$ cat src/rtl/mips_fetch_pkg.sv
// Shared fetch-stage definitions: state encoding, PC increment and default reset PC.
package mips_fetch_pkg;

   localparam int unsigned XLEN  = 32;
   localparam int unsigned CNT_W = 16;

   localparam logic [XLEN-1:0] PC_INC           = 32'd4;
   localparam logic [XLEN-1:0] DEFAULT_RESET_PC = 32'h0000_0000;

   typedef enum logic [1:0] {
      ST_IDLE  = 2'd0,
      ST_REQ   = 2'd1,
      ST_VALID = 2'd2,
      ST_FLUSH = 2'd3
   } fetch_state_e;

   // Force a byte address onto a word boundary.
   function automatic logic [XLEN-1:0] word_align(input logic [XLEN-1:0] addr);
      return addr & ~(32'd3);
   endfunction

endpackage

$ cat src/rtl/pc_fetch.sv
// Instruction fetch stage: PC register, single-outstanding imem request and redirect squashing.
// Optional redirect counter enabled by defining REDIRECT_CNT_EN.
module pc_fetch
   import mips_fetch_pkg::*;
#(
   parameter logic [31:0] RESET_PC = DEFAULT_RESET_PC
) (
   input  logic              clk,
   input  logic              rst,
   input  logic              redirect_valid,
   input  logic [XLEN-1:0]   redirect_pc,
   output logic              imem_req,
   output logic [XLEN-1:0]   imem_addr,
   input  logic              imem_ack,
   input  logic [XLEN-1:0]   imem_rdata,
   output logic              if_valid,
   output logic [XLEN-1:0]   if_instr,
   output logic [XLEN-1:0]   if_pc,
   input  logic              if_ready,
   output logic [XLEN-1:0]   pc_plus4,
   output logic [CNT_W-1:0]  redirect_count
);

   fetch_state_e    state_q, state_d;
   logic [XLEN-1:0] pc_q, pc_d;
   logic            req_q, req_d;
   logic [XLEN-1:0] addr_q, addr_d;
   logic            vld_q, vld_d;
   logic [XLEN-1:0] instr_q, instr_d;
   logic [XLEN-1:0] ifpc_q, ifpc_d;
   logic [XLEN-1:0] redir_tgt;

   assign redir_tgt = word_align(redirect_pc);

   always_ff @(posedge clk or posedge rst) begin
      if (rst) begin
         state_q <= ST_IDLE;
         pc_q    <= RESET_PC;
         req_q   <= 1'b0;
         addr_q  <= RESET_PC;
         vld_q   <= 1'b0;
         instr_q <= '0;
         ifpc_q  <= '0;
      end else begin
         state_q <= state_d;
         pc_q    <= pc_d;
         req_q   <= req_d;
         addr_q  <= addr_d;
         vld_q   <= vld_d;
         instr_q <= instr_d;
         ifpc_q  <= ifpc_d;
      end
   end

   // Redirect always wins; an in-flight request is never aborted, only its data dropped.
   always_comb begin
      state_d = state_q;
      pc_d    = pc_q;
      req_d   = req_q;
      addr_d  = addr_q;
      vld_d   = vld_q;
      instr_d = instr_q;
      ifpc_d  = ifpc_q;

      case (state_q)
         ST_IDLE: begin
            state_d = ST_REQ;
            req_d   = 1'b1;
            if (redirect_valid) begin
               pc_d   = redir_tgt;
               addr_d = redir_tgt;
            end else begin
               addr_d = pc_q;
            end
         end

         ST_REQ: begin
            if (redirect_valid) begin
               pc_d = redir_tgt;
               if (imem_ack) begin
                  addr_d  = redir_tgt;
                  state_d = ST_REQ;
               end else begin
                  state_d = ST_FLUSH;
               end
            end else if (imem_ack) begin
               instr_d = imem_rdata;
               ifpc_d  = addr_q;
               vld_d   = 1'b1;
               pc_d    = pc_q + PC_INC;
               req_d   = 1'b0;
               state_d = ST_VALID;
            end
         end

         ST_VALID: begin
            if (redirect_valid) begin
               vld_d   = 1'b0;
               pc_d    = redir_tgt;
               addr_d  = redir_tgt;
               req_d   = 1'b1;
               state_d = ST_REQ;
            end else if (if_ready) begin
               vld_d   = 1'b0;
               addr_d  = pc_q;
               req_d   = 1'b1;
               state_d = ST_REQ;
            end
         end

         ST_FLUSH: begin
            if (redirect_valid) begin
               pc_d = redir_tgt;
               if (imem_ack) begin
                  addr_d  = redir_tgt;
                  state_d = ST_REQ;
               end
            end else if (imem_ack) begin
               addr_d  = pc_q;
               state_d = ST_REQ;
            end
         end

         default: begin
            state_d = ST_IDLE;
         end
      endcase
   end

   assign imem_req  = req_q;
   assign imem_addr = addr_q;
   assign if_valid  = vld_q;
   assign if_instr  = instr_q;
   assign if_pc     = ifpc_q;
   assign pc_plus4  = pc_q + PC_INC;

`ifdef REDIRECT_CNT_EN
   logic [CNT_W-1:0] cnt_q, cnt_d;

   // Saturating count of redirect cycles.
   always_comb begin
      cnt_d = cnt_q;
      if (redirect_valid && (cnt_q != {CNT_W{1'b1}})) begin
         cnt_d = cnt_q + 16'd1;
      end
   end

   always_ff @(posedge clk or posedge rst) begin
      if (rst) begin
         cnt_q <= '0;
      end else begin
         cnt_q <= cnt_d;
      end
   end

   assign redirect_count = cnt_q;
`else
   assign redirect_count = '0;
`endif

endmodule

$ cat config.mk
export PLATFORM = sky130hd
export DESIGN_NAME = pc_fetch
export DESIGN_NICKNAME = d
export VERILOG_FILES = /design/src/rtl/mips_fetch_pkg.sv /design/src/rtl/pc_fetch.sv
export SDC_FILE = /design/constraint.sdc
export NUM_CORES = 1
export LEC_CHECK = 0
export CORE_ASPECT_RATIO = 1.1
export CORE_MARGIN = 3
export CORE_UTILIZATION = 41
export DETAILED_ROUTE_END_ITERATION = 7
export MAX_ROUTING_LAYER = met4
export PLACE_DENSITY = 0.8
export SLEW_MARGIN = 25
export SYNTH_ARGS = -nofsm -noshare
export SYNTH_HDL_FRONTEND = slang
export SYNTH_SLANG_ARGS = --single-unit
$ cat constraint.sdc
create_clock -name clk -period 8.4 [get_ports clk]
set_clock_uncertainty 0.2 [all_clocks]
set_input_delay 0.84 -clock clk [delete_from_list [all_inputs] [get_ports clk]]
set_output_delay 0.84 -clock clk [all_outputs]
set_load 0.01 [all_outputs]
==> summary.md <==
| Metric | Value |
|---|---|
| Final Max Tran Viols | `0` |
| Commonest non-fill, non-tap cells in the layout | `clkdlybuf4s50_1 (195), dfrtp_1 (132), mux2_2 (64)` |
| Worst R2R Setup Slack | `5.65 ns` |
| Fillers | `1294` |
| Commonest non-fill, non-tap cell in the layout | `clkdlybuf4s50_1` |
| Clock Latency Late Sink | `0.42 ns` |
| Post-synth cell types | `52` |
| Clk sink count | `132` |
| CP startpoint kind | `flop` |
| Switching Share | `0.2910` |
| Post-layout min period | `4.171 ns` |
| Number of cells after detailed placement | `948` |
| Die Footprint | `17450 µm²` |
| Worst Tran Pin Value | `0.9345 ns` |
| Worst r2r path cells | `4` |
| Post-CTS sizing | `0` |
| IO Pins | `215` |
| Gr usage total | `0.2190` |
| Total CTS buffers | `17` |
| Row cnt | `47` |
| Yosys reg bits | `132` |
| IO Port Bufs | `196` |
| Layout cells sized above 1 | `0.1416` |
| Initial antenna violation count | `2` |
| Mapped cell area | `6520 µm²` |
| End point of the critical path | `pc_plus4[29]` |
| CP max stage delay | `0.83 ns` |
| Leak Pwr | `3.574 nW` |
| Final period util | `0.4966` |
| # setup viols final | `0` |
| Final nets | `841` |
| Setup Fix Bufs, Post-CTS | `0` |
| Hold Crit Class | `flop to flop` |
| R2r startpoint | `state_q[0]$_DFFE_PP0P_` |
| Sequential cell area fraction in the yosys report | `0.5066` |
| Clock power share | `0.309` |
| Starting DRT DRC Count | `273` |
| Critical path class | `flop to output port` |
| Synthesized area per cell | `10.83 µm²` |
| DRT Wirelength | `18530 µm` |
| Slowest-stage cell, CP | `or4_1` |
| Max Cap Viol | `0` |
| Fraction of registers with async set/reset | `1.000` |
| DR pass1 iterations | `4` |
| Worst Setup End Kind | `output port` |
| DRC errors left | `0` |
| DR vias/cell | `5.455` |
| Drt wl/cell | `18.86 µm` |
| Routability cong. | `0.8567` |
| CTS tree | `yes` |
| Area of the multi-input gates | `2915 µm²` |
| Maximum root-to-sink buffer count | `2` |
| Critical-path cell list | `nand4_2, or4_1, nor3_1, xor2_1, clkdlybuf4s50_1` |
| FF+latch area | `3303 µm²` |
| Hold buffer count at cts | `0` |
| Synth Instances | `602` |
| Core ar. | `15290 µm²` |
| Internal power | `0.001759 W` |
| Largest net degree at the start of global routing | `86` |
| Final cell count without fillers | `982` |
| Vias | `5357` |
| Yosys warning total | `0` |
| Setup_tns | `0 ns` |
| Fmax | `239.7 MHz` |
| Die Y-Extent | `138.3 µm` |
| Critical Path AT | `3.13 ns` |
| First-pass GRT wire length | `29360 µm` |
| Worst Setup SP | `pc_q[15]$_DFFE_PP0P_` |
| Worst-path clk slew | `0.06 ns` |
| CTS HTree Levels | `4` |
| Synth Flop Type | `dfrtp_1` |
| Comb pwr share | `0.315` |
| RSZ-0062 raised after global routing | `no` |
| Routed Antenna Nets | `0` |
| Synth-to-layout area growth | `40.07%` |
| Vias in the first global route | `5512` |
| Endpoints failing hold | `0` |
| Worst Path Required | `7.36 ns` |
| Worst reg2reg path endpoint | `if_pc[16]$_DFFE_PP0P_` |
| Maximum VDD drop | `0.0001610 V` |
| Power Density | `271.7 nW/µm²` |
| Post-synth EDFFs | `0` |
| Initial Util | `0.4264` |
| Net switching power | `0.0007223 W` |
| Hpwl dp | `12830 µm` |
| Worst Path Max Fanout | `17` |
| GRT overflow | `0` |
| Root buf cell | `clkbuf_16` |
| Relative slew slack | `0.3770` |
| Sequential fraction of design power | `0.376` |
| Crit-path leading delay family | `simple AND/OR/NAND/NOR gates` |
| Crit path depth | `5` |
| Status | `finished, final reports clean` |
| Die X-Extent | `126.2 µm` |
| Buffers & Inverters on Critical Path | `1` |
==> power by group through the flow <==
stage | clock network [W] | logic (W) | registers, W
after floorplan | 0 | 0.000282 | 0.000984
after global placement | 0 | 0.000774 | 0.000936
after detailed placement | 0 | 0.000784 | 0.000942
after CTS | 0.000787 | 0.000790 | 0.000934
after global routing | 0.000814 | 0.000836 | 0.000959
final | 0.000768 | 0.000782 | 0.000932
==> routing by layer <==
metal | track usage | routed length, µm | vias up
met3 | 0.06404 | 1423 | 25
met5 | - | 0 | -
met4 | 0.08639 | 427 | 0
met2 | 0.3441 | 8904 | 228
met1 | 0.2664 | 7769 | 2597
li1 | - | - | 2507
==> Yosys cell counts (3+ instances only) <==
master       n  area, µm²
a2bb2oi_1    8      70.07
buf_1        3      11.26
nor2_1      32      120.1
o2bb2ai_1   18      157.7
nor2b_1      5      31.28
nand2_1     38      142.6
a22oi_1     19      142.6
o31a_1       4      35.03
clkbuf_1    27      101.4
buf_4       18      135.1
nand2b_1     5      31.28
dfrtp_1    132       3303
nor4_1       6      37.54
nand3_1     14      70.07
xnor2_1     19      166.4
o21ai_0     23      115.1
nor3_1      14      70.07
xor2_1      20      175.2
or4_1       12      90.09
buf_2       19      95.09
nand4_1     11      68.82
or3_1        5      31.28
inv_1        7      26.28
o22ai_1      9      56.30
and3_1       3      18.77
a31oi_1     14      87.58
a21oi_1      7      35.03
and4_1       5      43.79
mux2i_1      4      40.04
o31ai_1      9      67.56
mux2_2      64      720.7
==> sequential cells by signal (all words and copies together), names as in the netlist <==
| name | cells |
|---|---|
| if_valid | 1 |
| imem_req | 1 |
| pc_q | 32 |
| if_pc | 32 |
| imem_addr | 32 |
| state_q | 2 |
| if_instr | 32 |
==> worst min path at each step <==
stage	startpoint	endpoint	slack, ns	cells past startpoint
after floorplan	pc_q[0]$_DFFE_PP0P_	pc_q[0]$_DFFE_PP0P_	0.31	1
after global placement	if_pc[17]$_DFFE_PP0P_	if_pc[17]$_DFFE_PP0P_	0.29	1
after detailed placement	imem_addr[12]$_DFFE_PP0P_	imem_addr[12]$_DFFE_PP0P_	0.29	1
after CTS	if_pc[19]$_DFFE_PP0P_	if_pc[19]$_DFFE_PP0P_	0.31	1
after global routing	if_pc[22]$_DFFE_PP0P_	if_pc[22]$_DFFE_PP0P_	0.32	1
final	if_pc[23]$_DFFE_PP0P_	if_pc[23]$_DFFE_PP0P_	0.30	1
==> per-stage QoR <==
stage / setup slack [ns] / cell area [µm²] / utilization / hold WS, ns / total power, W
2_1_floorplan: 3.834 / 6576 / - / 0.3070 / 0.001266
3_3_place_gp: 4.661 / 8502 / 0.5561 / 0.2881 / 0.001710
4_1_cts: 4.120 / 9114 / 0.5961 / 0.3066 / 0.002511
5_1_grt: 4.093 / 9133 / 0.5973 / 0.3167 / 0.002610
6_report: 4.229 / 9133 / 0.5973 / 0.3021 / 0.002482
3_5_place_dp: 4.571 / 8502 / 0.5561 / 0.2913 / 0.001727
==> final cells by class <==
class | instances | area share
antenna | 2 | 0.0005480
timing repair buffer | 204 | 0.2209
clock buffer | 21 | 0.05042
clock inverter | 11 | 0.01658
multi-input combinational | 408 | 0.3192
inverter | 8 | 0.003836
tap | 196 | 0.02685
sequential | 132 | 0.3617
==> logic make-up after synthesis <==
group | after synthesis | share of synthesized area
buffers and inverters | 77 | 0.05872
multiplexers | 68 | 0.1167
AND/OR/NAND/NOR | 158 | 0.1263
flip-flops | 132 | 0.5066
XOR/XNOR | 39 | 0.05239
adder cells (fa/ha/maj) | 1 | 0.001919
other | 1 | 0.0005752
AO/OA/AOI/OAI | 126 | 0.1368
(Power assumes the default switching activity.)
